==> config.mk <==
export PLATFORM = sky130hd
export DESIGN_NAME = text_console_writer
export DESIGN_NICKNAME = d
export VERILOG_FILES = /design/src/rtl/console_pkg.sv /design/src/rtl/console_cursor.sv /design/src/rtl/text_console_writer.sv
export SDC_FILE = /design/constraint.sdc
export NUM_CORES = 1
export LEC_CHECK = 0
export ABC_AREA = 1
export CAP_MARGIN = 25
export CORE_MARGIN = 2
export CORE_UTILIZATION = 31
export CTS_CLUSTER_SIZE = 16
export DETAILED_ROUTE_END_ITERATION = 12
export GPL_ROUTABILITY_DRIVEN = 0
export GPL_TIMING_DRIVEN = 0
export HOLD_SLACK_MARGIN = 0.15
export SLEW_MARGIN = 10
export SYNTH_ARGS = -nofsm -noshare
export SYNTH_HDL_FRONTEND = slang
export SYNTH_SLANG_ARGS = --single-unit
==> constraint.sdc <==
create_clock -name CLK_100MHz -period 1.7 [get_ports CLK_100MHz]
set_input_delay 0.34 -clock CLK_100MHz [delete_from_list [all_inputs] [get_ports CLK_100MHz]]
set_output_delay 0.34 -clock CLK_100MHz [all_outputs]
set_load 0.02 [all_outputs]
==> src/rtl/console_pkg.sv <==
`default_nettype none
// console_pkg: constants, encodings and cursor wrap helpers for text_console_writer (rev 1.0).
// Optional feature macro: CONSOLE_TAB_EN.
package console_pkg;

  localparam int DEF_COLS = 80;
  localparam int DEF_ROWS = 60;

  localparam logic [7:0] ASC_BS  = 8'h08;
  localparam logic [7:0] ASC_TAB = 8'h09;
  localparam logic [7:0] ASC_LF  = 8'h0A;
  localparam logic [7:0] ASC_FF  = 8'h0C;
  localparam logic [7:0] ASC_CR  = 8'h0D;
  localparam logic [7:0] ASC_SP  = 8'h20;

  typedef enum logic [1:0] {
    ST_IDLE  = 2'd0,
    ST_WRITE = 2'd1,
`ifdef CONSOLE_TAB_EN
    ST_CLEAR = 2'd2,
    ST_TAB   = 2'd3
`else
    ST_CLEAR = 2'd2
`endif
  } state_e;

  typedef enum logic [2:0] {
    CUR_NOP  = 3'd0,
    CUR_ADV  = 3'd1,
    CUR_RET  = 3'd2,
    CUR_NL   = 3'd3,
    CUR_HOME = 3'd4
  } cur_cmd_e;

  // Packed so that a position is directly the 13-bit VRAM address {y, x}.
  typedef struct packed {
    logic [5:0] y;
    logic [6:0] x;
  } pos_t;

  function automatic pos_t pos_advance(input pos_t p, input int cols, input int rows);
    pos_t n;
    n = p;
    if (p.x == 7'(cols - 1)) begin
      n.x = '0;
      n.y = (p.y == 6'(rows - 1)) ? 6'd0 : p.y + 6'd1;
    end else begin
      n.x = p.x + 7'd1;
    end
    return n;
  endfunction

  function automatic pos_t pos_retreat(input pos_t p, input int cols, input int rows);
    pos_t n;
    n = p;
    if (p.x == 7'd0) begin
      n.x = 7'(cols - 1);
      n.y = (p.y == 6'd0) ? 6'(rows - 1) : p.y - 6'd1;
    end else begin
      n.x = p.x - 7'd1;
    end
    return n;
  endfunction

endpackage
`default_nettype wire

==> src/rtl/console_cursor.sv <==
`default_nettype none
// console_cursor: cursor position register with advance/retreat/newline/home and wrap rules (rev 1.0).
module console_cursor
  import console_pkg::*;
#(
  parameter int COLS = DEF_COLS,
  parameter int ROWS = DEF_ROWS
) (
  input  logic     clk_i,
  input  logic     rst_ni,
  input  cur_cmd_e cmd_i,
  output pos_t     pos_o
);

  pos_t pos_q;
  pos_t pos_d;

  always_comb begin
    pos_d = pos_q;
    case (cmd_i)
      CUR_ADV:  pos_d = pos_advance(pos_q, COLS, ROWS);
      CUR_RET:  pos_d = pos_retreat(pos_q, COLS, ROWS);
      CUR_NL: begin
        pos_d.x = '0;
        pos_d.y = (pos_q.y == 6'(ROWS - 1)) ? 6'd0 : pos_q.y + 6'd1;
      end
      CUR_HOME: pos_d = '0;
      default:  pos_d = pos_q;
    endcase
  end

  always_ff @(posedge clk_i or negedge rst_ni) begin
    if (!rst_ni) begin
      pos_q <= '0;
    end else begin
      pos_q <= pos_d;
    end
  end

  assign pos_o = pos_q;

endmodule
`default_nettype wire

==> src/rtl/text_console_writer.sv <==
`default_nettype none
// text_console_writer: character stream to char-VRAM write front end (rev 1.0).
// Optional feature macro: CONSOLE_TAB_EN (tab expansion to the next 8-column stop).
module text_console_writer
  import console_pkg::*;
#(
  parameter int         COLS  = DEF_COLS,
  parameter int         ROWS  = DEF_ROWS,
  parameter logic [7:0] BLANK = ASC_SP
) (
  input  logic        CLK_100MHz,
  input  logic        rst_n,
  input  logic        char_valid,
  input  logic [7:0]  char_data,
  output logic        char_ready,
  output logic        vram_wea,
  output logic [12:0] vram_addr,
  output logic [7:0]  vram_data,
  output logic [6:0]  cursor_x,
  output logic [5:0]  cursor_y,
  output logic        busy
);

  state_e     state_q;
  logic       vram_wea_q;
  pos_t       vram_addr_q;
  logic [7:0] vram_data_q;
  pos_t       scan_q;
  logic       adv_after_q;

  pos_t       cur_pos;
  cur_cmd_e   cur_cmd;
  logic       accept;
  logic       at_origin;
  logic       clear_last;

  assign accept     = char_valid && (state_q == ST_IDLE);
  assign at_origin  = (cur_pos == '0);
  assign clear_last = (vram_addr_q == {6'(ROWS - 1), 7'(COLS - 1)});

  always_comb begin
    cur_cmd = CUR_NOP;
    case (state_q)
      ST_IDLE: begin
        if (accept) begin
          if (char_data == ASC_LF || char_data == ASC_CR) begin
            cur_cmd = CUR_NL;
          end else if (char_data == ASC_BS && !at_origin) begin
            cur_cmd = CUR_RET;
          end
        end
      end
      ST_WRITE: cur_cmd = adv_after_q ? CUR_ADV : CUR_NOP;
      ST_CLEAR: cur_cmd = clear_last ? CUR_HOME : CUR_NOP;
`ifdef CONSOLE_TAB_EN
      ST_TAB:   cur_cmd = CUR_ADV;
`endif
      default:  cur_cmd = CUR_NOP;
    endcase
  end

  console_cursor #(
    .COLS (COLS),
    .ROWS (ROWS)
  ) u_cursor (
    .clk_i  (CLK_100MHz),
    .rst_ni (rst_n),
    .cmd_i  (cur_cmd),
    .pos_o  (cur_pos)
  );

  always_ff @(posedge CLK_100MHz or negedge rst_n) begin
    if (!rst_n) begin
      state_q     <= ST_IDLE;
      vram_wea_q  <= 1'b0;
      vram_addr_q <= '0;
      vram_data_q <= '0;
      scan_q      <= '0;
      adv_after_q <= 1'b0;
    end else begin
      case (state_q)
        ST_IDLE: begin
          vram_wea_q <= 1'b0;
          if (accept) begin
            if (char_data >= ASC_SP) begin
              state_q     <= ST_WRITE;
              vram_wea_q  <= 1'b1;
              vram_addr_q <= cur_pos;
              vram_data_q <= char_data;
              adv_after_q <= 1'b1;
            end else if (char_data == ASC_BS && !at_origin) begin
              // Cursor retreats this edge and stays on the erased cell.
              state_q     <= ST_WRITE;
              vram_wea_q  <= 1'b1;
              vram_addr_q <= pos_retreat(cur_pos, COLS, ROWS);
              vram_data_q <= BLANK;
              adv_after_q <= 1'b0;
            end else if (char_data == ASC_FF) begin
              state_q     <= ST_CLEAR;
              vram_wea_q  <= 1'b1;
              vram_addr_q <= '0;
              vram_data_q <= BLANK;
              scan_q      <= '{y: 6'd0, x: 7'd1};
            end
`ifdef CONSOLE_TAB_EN
            else if (char_data == ASC_TAB) begin
              state_q     <= ST_TAB;
              vram_wea_q  <= 1'b1;
              vram_addr_q <= cur_pos;
              vram_data_q <= BLANK;
            end
`endif
          end
        end
        ST_WRITE: begin
          state_q    <= ST_IDLE;
          vram_wea_q <= 1'b0;
        end
        ST_CLEAR: begin
          if (clear_last) begin
            state_q    <= ST_IDLE;
            vram_wea_q <= 1'b0;
          end else begin
            vram_wea_q  <= 1'b1;
            vram_addr_q <= scan_q;
            scan_q      <= pos_advance(scan_q, COLS, ROWS);
          end
        end
`ifdef CONSOLE_TAB_EN
        ST_TAB: begin
          // The cursor advances this edge; stop once it lands on a tab stop.
          if (pos_advance(cur_pos, COLS, ROWS).x[2:0] == 3'd0) begin
            state_q    <= ST_IDLE;
            vram_wea_q <= 1'b0;
          end else begin
            vram_wea_q  <= 1'b1;
            vram_addr_q <= pos_advance(cur_pos, COLS, ROWS);
          end
        end
`endif
        default: begin
          state_q    <= ST_IDLE;
          vram_wea_q <= 1'b0;
        end
      endcase
    end
  end

  assign char_ready = (state_q == ST_IDLE);
`ifdef CONSOLE_TAB_EN
  assign busy       = (state_q == ST_CLEAR) || (state_q == ST_TAB);
`else
  assign busy       = (state_q == ST_CLEAR);
`endif
  assign vram_wea   = vram_wea_q;
  assign vram_addr  = vram_addr_q;
  assign vram_data  = vram_data_q;
  assign cursor_x   = cur_pos.x;
  assign cursor_y   = cur_pos.y;

endmodule
`default_nettype wire

# Yosys cells after proc, flatten, opt, wreduce, memory -nomap -nowiden
# Cells that the tools add are included.
[classes]
order_cmp = 1
muxes = 45
n_eq_ne = 24
reduce_logical = 19
addsub = 6
[ops]
columns = ["cell", "count"]
rows = [
  ["13-bit 2-to-1 mux", 10],
  ["13-bit one-hot mux with 2 select lines", 2],
  ["13-bit one-hot mux with 4 select lines", 1],
  ["6-bit 2-to-1 mux", 6],
  ["8-bit by 4-bit == test with 1-bit output (second input constant)", 4],
  ["8-bit 2-to-1 mux", 3],
  ["7-bit 2-to-1 mux", 3],
  ["2-bit 2-to-1 mux", 8],
  ["7-bit by 1-bit adder with 7-bit output (second input constant)", 2],
  ["7-bit == test (second input constant)", 2],
  ["13-bit == test (second input constant)", 1],
  ["13-bit zero test", 1],
  ["6-bit by 1-bit adder with 6-bit output (second input constant)", 2],
  ["6-bit == test (second input constant)", 2],
  ["2-bit by 1-bit inequality test with 1-bit output (second input constant)", 5],
  ["3-bit one-hot mux with 3 select lines", 1],
  ["3-bit AND reduction", 3],
  ["8-bit by 6-bit greater-or-equal comparator with 1-bit output (second input constant)", 1],
  ["1-bit 2-to-1 mux", 8],
  ["7-bit zero test", 1],
  ["7-bit AND reduction", 1],
  ["7-bit by 1-bit subtractor with 7-bit output (second input constant)", 1],
  ["3-bit by 2-bit == test with 1-bit output (second input constant)", 2],
  ["6-bit zero test", 1],
  ["20 further kinds", 24],
]
[totals]
out_inout_bits = 37
inputBits = 11
register_bits = 51
elab_cells = 105

# Depth between registers and ports, before layout
# Gate-level depths: netlist (run 1).
[logic_depth]
ltp_word = 10
ltp_mapped = 14
depth_no_buf = 13

# Hierarchy
# Synthesis (run 1) repeated with hierarchy kept, for this count alone.
[hier_totals]
hier_cells = 579
area_unflattened_um2 = 3957.5
[modules_own_cells]
columns = ["module", "area_each_um2", "cells_per_inst", "seq_area_each_um2", "n_inst"]
rows = [
  ["text_console_writer", 2697.6, 375, 950.9, 1],
  ["console_cursor", 1260.0, 204, 325.3, 1],
]

# Worst setup path before layout (run 1)
# Ideal clock, no wire load.
[synth_path]
kind = "register -> register"
startpoint = "register u_cursor.pos_q (netlist bit u_cursor.pos_o[0])"
endpoint = "register u_cursor.pos_q (netlist bit u_cursor.pos_o[7])"
required_time_ns = 1.581
path_slack_ns = -0.122
setup_ns = 0.119
n_path_buf = 1
period_less_slack_ns = 1.822
stages_incl_launch_ff = 11
arrival_time_ns = 1.703
cell_sequence = "dfrtp_1 inv_1 ha_1 nand2_4 nor2_4 nand2_4 nand3_4 nand4_4 buf_6 a21oi_1 nor2_1"
[synth_between]
elab_chain_cells = 10
word_cells_on_any_way = 18
classes_between = "6 x eq/ne; 6 x mux; 6 x reduce/logical"
[synth_lines]
columns = ["element", "line_no", "rtl"]
rows = [
  ["from (decl)", "console_cursor.sv:15", "pos_t pos_q;"],
  ["from (signal assigned)", "console_cursor.sv:36", "pos_q <= pos_d;"],
  ["13-bit zero test", "text_console_writer.sv:38", "assign at_origin = (cur_pos == '0);"],
  ["1-bit zero test", "text_console_writer.sv:48", "end else if (char_data == ASC_BS && !at_origin) begin"],
  ["1-bit logical AND", "text_console_writer.sv:48", ""],
  ["2-bit 2-to-1 mux", "text_console_writer.sv:48", ""],
  ["2-bit 2-to-1 mux", "text_console_writer.sv:46", "if (char_data == ASC_LF || char_data == ASC_CR) begin"],
  ["2-bit 2-to-1 mux", "text_console_writer.sv:45", "if (accept) begin"],
  ["3-bit one-hot mux with 3 select lines", "text_console_writer.sv:43", "case (state_q)"],
  ["3-bit by 1-bit == test with 1-bit output, or another cell as far along", "console_cursor.sv:20", "case (cmd_i)"],
  ["2-bit by 1-bit inequality test with 1-bit output (no line) or 4-bit nonzero test (tied branches)", "n/a", ""],
  ["2-bit AND reduction (no line)", "n/a", ""],
]
# Several ways; a longest one is shown, not always the timed one.
# A chain may end at the register's enable or synchronous reset.

# Final worst setup path (run 1)
[layout_path]
startpoint = "register u_cursor.pos_q (netlist bit u_cursor.pos_o[5])"
endpoint = "register u_cursor.pos_q (netlist bit u_cursor.pos_o[7])"
# The elaborated chain is that of the path after synthesis.

==> results of run 1 <==
==> synth_stat cells (all sizes together), types with 2 or more instances <==
library cell / instances / area share, %
nand2: 156 / 18
xnor2: 3 / 0.75
o211ai: 2 / 0.43
nand3b: 4 / 0.86
dfrtp: 51 / 36
xor2: 14 / 3.5
o21ai: 45 / 6.4
clkbuf: 2 / 0.21
inv: 51 / 5.5
or2: 2 / 0.36
nand3: 42 / 6.9
nor3: 5 / 0.71
a21oi: 20 / 3.0
nand4: 8 / 2.3
nor2: 53 / 7.5
buf: 17 / 4.1
ha: 6 / 2.1
==> logic make-up (layout without fill, tap and decap cells) <==
family                     Yosys count  after routing
AOI/OAI and AO/OA                   71             71
xor gates and xnor gates            17             17
adders and majority gates            6              6
buffers and inverters               71            175
DFF                                 51             51
and+or+nand+nor                    271            271
==> power groups by stage <==
stage | Clock (mW) | Sequential (mW) | Combinational [mW]
floorplan | 0 | 1.24 | 0.0171
finish | 1.06 | 1.21 | 0.0834
detailed placement | 0 | 1.24 | 0.0791
CTS | 1.09 | 1.21 | 0.0851
global placement | 0 | 1.24 | 0.0734
global route | 1.14 | 1.21 | 0.0943
==> worst paths after layout <==
path,from,end,slack (ns),cells past startpoint
max in group asynchronous,rst_n,vram_addr[6]$_DFFE_PN0P_,0.57,3
max reg2reg,u_cursor.pos_o[5]$_DFFE_PN0P_,u_cursor.pos_o[7]$_DFFE_PN0P_,-0.03,10
min reg2reg,vram_data[6]$_DFFE_PN0P_,vram_data[6]$_DFFE_PN0P_,0.49,2
max,u_cursor.pos_o[5]$_DFFE_PN0P_,u_cursor.pos_o[7]$_DFFE_PN0P_,-0.03,10
min,char_data[6],vram_data[6]$_DFFE_PN0P_,0.31,3
min in group asynchronous,rst_n,u_cursor.pos_o[10]$_DFFE_PN0P_,0.57,2
==> flip-flops by register name, indices dropped and copies added (netlist names) <==
register,cells
state_q,2
scan_q,13
adv_after_q,1
vram_data,8
vram_addr,13
u_cursor.pos_o,13
vram_wea,1
==> through the flow <==
step	area (um^2)	std cells
3_3_place_gp	4170	674
2_1_floorplan	3520	487
4_1_cts	4610	705
6_report	4950	731
5_1_grt	4950	731
3_5_place_dp	4180	675
==> worst reg2reg max path: cells and delay by family, from the launching register on <==
kind,cells,cell delay (ns)
buffers and inverters,3,0.40
and+or+nand+nor,6,0.73
AOI/OAI and AO/OA,1,0.12
DFF,1,0.39
==> cell type report <==
| type | instances | area (um^2) | share of cell area (%) |
|---|---|---|---|
| clock inverters | 1 | 8.76 | 0.177 |
| repair buffers | 97 | 875 | 17.7 |
| plain buffers | 19 | 194 | 3.91 |
| inverters | 52 | 205 | 4.14 |
| flip-flops and latches | 51 | 1280 | 25.9 |
| multi-input cells | 365 | 2080 | 41.9 |
| well taps | 140 | 175 | 3.54 |
| clock buffers | 6 | 139 | 2.80 |
==> per-layer routing <==
| metal | vias to the layer above | GRT usage (%) |
|---|---|---|
| met1 | 1683 | 22.3 |
| met2 | 85 | 26.7 |
| li1 | 1769 | - |
| met5 | - | 0 |
| met3 | 12 | 2.25 |
| met4 | 0 | 4.08 |
==> what timing repair did <==
| action | in CTS | in global routing |
|---|---|---|
| pin swaps | 10 | 34 |
| resized for setup | 43 | 62 |
| hold buffers | 1 | 0 |
| cloned | 2 | 2 |
| hold endpoints to repair | 22 | 0 |
| endpoints found under the setup margin | 42 | 50 |
| buffers inserted | 20 | 24 |
==> reports/summary.txt, run 1 <==
Status = finished, violations left
Violated checks = setup timing
Finished Core Util = 45.3%
Max-cap viol count = 0
Highest routed layer = met4
Ant diodes = 0
Async S/R FF share, synth = 100%
Synth Area in Simple Gates = 36.6%
Relative slew margins = 62.1%
Slew Limit Fails = 0
CP peak stage delay = 0.39 ns
Overflow after GRT = 0
Crit path max-delay family = simple AND/OR/NAND/NOR gates
# DRC = 0
Std cell rows = 38
Synthesized flop and latch total = 51
Vias in the first global route = 3458
Routed length per instance = 13.9 um
Synthesized area = 3510 um^2
Nets@finish = 608
First-pass GRT wire length = 16600 um
Min Hold Slack = 0.307 ns
Clock latency on the worst-skew pair = 0.29 ns
Post-place setup slack = -0.482 ns
Critical-path cell list = buf_6 > nor2_4 > inv_2 > nor2_4 > nand2_4 > nand3_4 > nand4_4 > buf_6 > a21oi_4 > nor2_1
Sequential area share after synthesis = 36.4%
Buffers and inverters on the worst path = 3
Worst setup EP type = register
Final setup violation count = 5
Post-route minimum period = 1.73 ns
Comb power frac = 3.5%
Wire length on met1 = 4730 um
Crit-path slowest cell = dfrtp_1
Final hold violations = 0
Top Ports = 48
CTS tree = done
Pwr dens = 476 nW/um^2
Initial core utilization = 32.1%
DR iter-0 viols = 194
Share of cells above drive strength 1 = 28.1%
Drt via density = 4.85
DIE AREA = 12200 um^2
Post-Synth XOR/XNOR Area = 4.24%
Post-synth top flop = dfrtp_1
Synth Area in Compound Gates = 10.8%
Tot GR Track Use = 16.2%
Core area = 10900 um^2
DR vias = 3549
Port Buffers = 47
VDD IR max = 0.437 mV
Max Freq = 577 MHz
Final period util = 102%
Reg power frac = 51.3%
Crit Path Class = register to register
WL met2 = 4820 um
Synth cell types = 36
Post-synth EDFFs = 0
Syn nets = 504
Met3 routed WL = 466 um
Yosys warns = 0
Final wirelength = 10100 um
Die Span Y = 110 um
Clk pwr share = 45.1%
Clock root buffer = clkbuf_16
Worst Path Required = 1.89 ns
Cts bufs inserted = 5
Final ANT Viol Nets = 0
DP HPWL = 7120 um
Area Overhead vs Synth = 41.2%
Largest family of logic cells by synthesized area = simple AND/OR/NAND/NOR gates
Max FO, Critical Path = 7
Proportion of synthesized area in mux cells = 0%
Layout fillers = 1090
Lkg Pwr = 2.48 nW
Switching portion of total power = 22.5%
Tot Pwr = 2.36 mW
Fin worst setup slack = -0.0345 ns
P_sw = 0.532 mW
CTS sink count = 51
CP arrival = 1.92 ns
Synthesized area per cell = 7.21 um^2
Clock buffer depth = 2
Worst-path clk slew = 0.07 ns
Adder-Cell Fraction of Synth Area = 2.14%
Drt first pass iters = 4
Setup crit start kind = register
Largest net degree at the start of global routing = 30
TNS Setup = -0.0657 ns
Commonest non-fill, non-tap cell in the layout = nand2_1
Internal power = 1.83 mW
Commonest non-fill, non-tap cells in the layout = 133 x nand2_1, 48 x buf_4, 46 x dfrtp_1, 35 x inv_1, 32 x nor2_1
DIE WIDTH = 110 um
Unrepaired setup endpoints after global routing = true
Post-synthesis cell count = 487
Clock Skews = 0.00505 ns
Initial antenna violation count = 0
CTS H-tree lvls = 2
HP Class = input port to register
Worst Tran Pin Value = 0.568 ns
(Power assumes the default switching activity.)
==> inputs of run 2 (changes only) <==
--- a/config.mk
+++ b/config.mk
@@ -5,7 +5,6 @@
 export SDC_FILE = /design/constraint.sdc
 export NUM_CORES = 1
 export LEC_CHECK = 0
-export ABC_AREA = 1
 export CAP_MARGIN = 25
 export CORE_MARGIN = 2
 export CORE_UTILIZATION = 31
==> run 2 against run 1 <==
Compared with the run above: the flow still finishes with violations (setup timing); combinational power up 32%; final area up 9.3%; synthesized cell count down 21%; count of clock-buffer cells in the layout unchanged; worst setup slack worse by 0.51 ns; global-route usage up 4.6 points; first-iteration DRC count up 38%; critical path type unchanged.
==> reports/summary.txt, run 2 <==
VDD IR max = 0.339 mV (was 0.437 mV)
Core area = 10300 um^2 (was 10900 um^2)
Post-route minimum period = 2.25 ns (was 1.73 ns)
Initial core utilization = 31.7% (was 32.1%)
CTS tree = done (unchanged)
Worst-path clk slew = 0.10 ns (was 0.07 ns)
Nets@finish = 540 (was 608)
Placed Area = 4110 um^2 (was 4180 um^2)
Clock latency on the worst-skew pair = 0.32 ns (was 0.29 ns)
Reg-to-reg slack, setup = -0.55 ns (was -0.03 ns)
Post-synth top flop = dfrtp_1 (unchanged)
Status = finished, violations left (unchanged)
Final setup violation count = 53 (was 5)
Unrepaired setup endpoints after global routing = true (unchanged)
Lkg Pwr = 2.33 nW (was 2.48 nW)
Synth cell types = 62 (was 36)
Max FO, Critical Path = 10 (was 7)
DIE AREA = 11400 um^2 (was 12200 um^2)
Commonest non-fill, non-tap cells in the layout = 64 x buf_4, 42 x dfrtp_1, 27 x nand2_1, 25 x buf_6, 25 x nor2_1 (was 133 x nand2_1, 48 x buf_4, 46 x dfrtp_1, 35 x inv_1, 32 x nor2_1)
Post-route cell area = 5420 um^2 (was 4950 um^2)
Async S/R FF share, synth = 100% (unchanged)
Port Buffers = 47 (unchanged)
Worst Tran Pin Value = 0.520 ns (was 0.568 ns)
Final hold violations = 0 (unchanged)
Min Hold Slack = 0.255 ns (was 0.307 ns)
Fin worst setup slack = -0.547 ns (was -0.0345 ns)
Largest cells by area after synthesis = dfrtp_1 39%, o21ai_0 5.5%, nand2_1 4.1% (was dfrtp_1 36%, nand2_1 16%, nand3_1 5.3%)
HP Class = input port to register (unchanged)
Met1 Track Usage GR = 27.2% (was 22.3%)
Sequential area share after synthesis = 39.1% (was 36.4%)
Cts bufs inserted = 5 (unchanged)
Largest net degree at the start of global routing = 36 (was 30)
Clock buffer depth = 2 (unchanged)
Worst reg-to-reg path cell count = 7 (was 10)
Share of cells above drive strength 1 = 41.4% (was 28.1%)
Violated checks = setup timing (unchanged)
Die Span Y = 107 um (was 110 um)
Pwr dens = 391 nW/um^2 (was 476 nW/um^2)
Max-cap viol count = 0 (unchanged)
Ant diodes = 0 (unchanged)
Crit. Startpoint = vram_addr[9]$_DFFE_PN0P_ (was u_cursor.pos_o[5]$_DFFE_PN0P_)
Initial antenna violation count = 0 (unchanged)
Tot Pwr = 2.12 mW (was 2.36 mW)
CTS sink count = 51 (unchanged)
Crit Path Class = register to register (unchanged)
Yosys warns = 0 (unchanged)
Std cell rows = 37 (was 38)
Synthesized area = 3260 um^2 (was 3510 um^2)
CTS H-tree lvls = 2 (unchanged)
Synthesized flop and latch total = 51 (unchanged)
Clock root buffer = clkbuf_8 (was clkbuf_16)
Tot GR Track Use = 20.7% (was 16.2%)
Relative slew margins = 65.3% (was 62.1%)
Max Freq = 445 MHz (was 577 MHz)
Area Overhead vs Synth = 66.1% (was 41.2%)
Crit path depth = 7 (was 10)
Setup crit start kind = register (unchanged)
CP arrival = 2.51 ns (was 1.92 ns)
Final wirelength = 12300 um (was 10100 um)
DIE WIDTH = 107 um (was 110 um)
Syn nets = 404 (was 504)
Crit-path slowest cell = or4_4 (was dfrtp_1)
Critical-path cell list = nand4b_1 > or4_4 > o21bai_4 > a211oi_4 > buf_12 > or4b_1 > nand3_1 (was buf_6 > nor2_4 > inv_2 > nor2_4 > nand2_4 > nand3_4 > nand4_4 > buf_6 > a21oi_4 > nor2_1)
CP peak stage delay = 0.58 ns (was 0.39 ns)
Crit path max-delay family = simple AND/OR/NAND/NOR gates (unchanged)
Post-synth top cells = 51 x dfrtp_1, 36 x nand2_1, 36 x o21ai_0 (was 149 x nand2_1, 51 x dfrtp_1, 42 x inv_1)
Commonest non-fill, non-tap cell in the layout = buf_4 (was nand2_1)
Final period util = 132% (was 102%)
# DRC = 0 (unchanged)
Met3 usage = 3.59% (was 2.25%)
DR vias = 3785 (was 3549)
Post-place setup slack = -1.12 ns (was -0.482 ns)
Clock Skews = 0.0128 ns (was 0.00505 ns)
Launching point of the worst reg2reg path = vram_addr[9]$_DFFE_PN0P_ (was u_cursor.pos_o[5]$_DFFE_PN0P_)
DP HPWL = 7360 um (was 7120 um)
First-pass GRT wire length = 18700 um (was 16600 um)
Yosys top cell by area = dfrtp_1 (unchanged)
DR iter-0 viols = 267 (was 194)
Post-synth top area share = 39.1% (was 36.4%)
Top Ports = 48 (unchanged)
Routed length per instance = 18.7 um (was 13.9 um)
Post-synth EDFFs = 0 (unchanged)
Hold path start = char_data[4] (was char_data[6])
Worst setup EP type = register (unchanged)
Overflow after GRT = 0 (unchanged)
Most frequent cell after synthesis = dfrtp_1 (was nand2_1)
Worst Setup EP = u_cursor.pos_o[10]$_DFFE_PN0P_ (was u_cursor.pos_o[7]$_DFFE_PN0P_)
Synthesized area per cell = 8.43 um^2 (was 7.21 um^2)
GRT met2 Usage = 33.6% (was 26.7%)
Final ANT Viol Nets = 0 (unchanged)
Vias in the first global route = 3648 (was 3458)
Post-synthesis cell count = 387 (was 487)
Drt first pass iters = 5 (was 4)
Buffers and inverters on the worst path = 1 (was 3)
Drt via density = 5.73 (was 4.85)
Finished Core Util = 52.7% (was 45.3%)
Worst R2R End = u_cursor.pos_o[10]$_DFFE_PN0P_ (was u_cursor.pos_o[7]$_DFFE_PN0P_)
Top Usage Layer GRT = met2 (unchanged)
Slew Limit Fails = 0 (unchanged)
Worst Path Required = 1.96 ns (was 1.89 ns)
[run 2: repair_timing]
item	in CTS	in global routing
hold buffers	1	0
setup endpoints to repair	61	64
buffers inserted	63	21
resized for setup	118	87
hold endpoints to repair	16	0
pin swaps	37	34
gates cloned	2	1
[run 2: area by class of cell]
class	instances	area (um^2)
inverters	14	60.1
clock inverters	2	16.3
fillers	932	4860
repair buffers	130	1220
plain buffers	22	213
well taps	136	170
flip-flops and latches	51	1290
multi-input cells	299	2370
clock buffers	6	82.6
[run 2: cell families (layout without fill, tap and decap cells)]
family,count (synthesis),in the layout,synth area share (%)
AOI/OAI and AO/OA,125,125,25.5
DFF,51,51,39.1
and+or+nand+nor,158,158,25.4
muxes,4,4,1.27
adders and majority gates,6,6,2.30
buffers and inverters,37,174,4.79
xor gates and xnor gates,6,6,1.61
[run 2: metrics by stage]
stage	std cells	TNS, ns
floorplan	387	-8.91
global placement	570	-109.79
detailed placement	571	-43.45
CTS	642	-16.69
global route	660	-17.01
finish	660	-14.14
[run 2: worst min-delay path by stage]
| stage | to | slack, ns | cells past startpoint |
|---|---|---|---|
| 2_1_floorplan | adv_after_q$_DFFE_PN0P_ | 0.04 | 0 |
| 3_3_place_gp | adv_after_q$_DFFE_PN0P_ | 0.46 | 1 |
| 3_5_place_dp | vram_data[1]$_DFFE_PN0P_ | 0.31 | 1 |
| 4_1_cts | vram_data[4]$_DFFE_PN0P_ | 0.25 | 2 |
| 5_1_grt | vram_data[1]$_DFFE_PN0P_ | 0.25 | 2 |
| 6_report | vram_data[4]$_DFFE_PN0P_ | 0.25 | 2 |
[run 2: layer usage]
layer,wire (um),vias up
met5,0,-
met4,351,0
met3,736,40
met2,6030,163
met1,5200,1863
li1,-,1719
[run 2: worst register-to-register path: cells and delay by family, from the launching register on]
family                 cells  cell delay [ns]
AOI/OAI and AO/OA          2             0.27
buffers and inverters      1             0.14
DFF                        1             0.42
and+or+nand+nor            4             1.36
[run 2: report_power, final]
group          switching, mW  internal (mW)  total [mW]  leakage, nW
Clock                  0.458          0.334       0.792       0.0474
Sequential           0.00253           1.22        1.22        0.601
Combinational         0.0649         0.0448       0.110         1.69
Total                  0.525           1.59        2.12         2.33
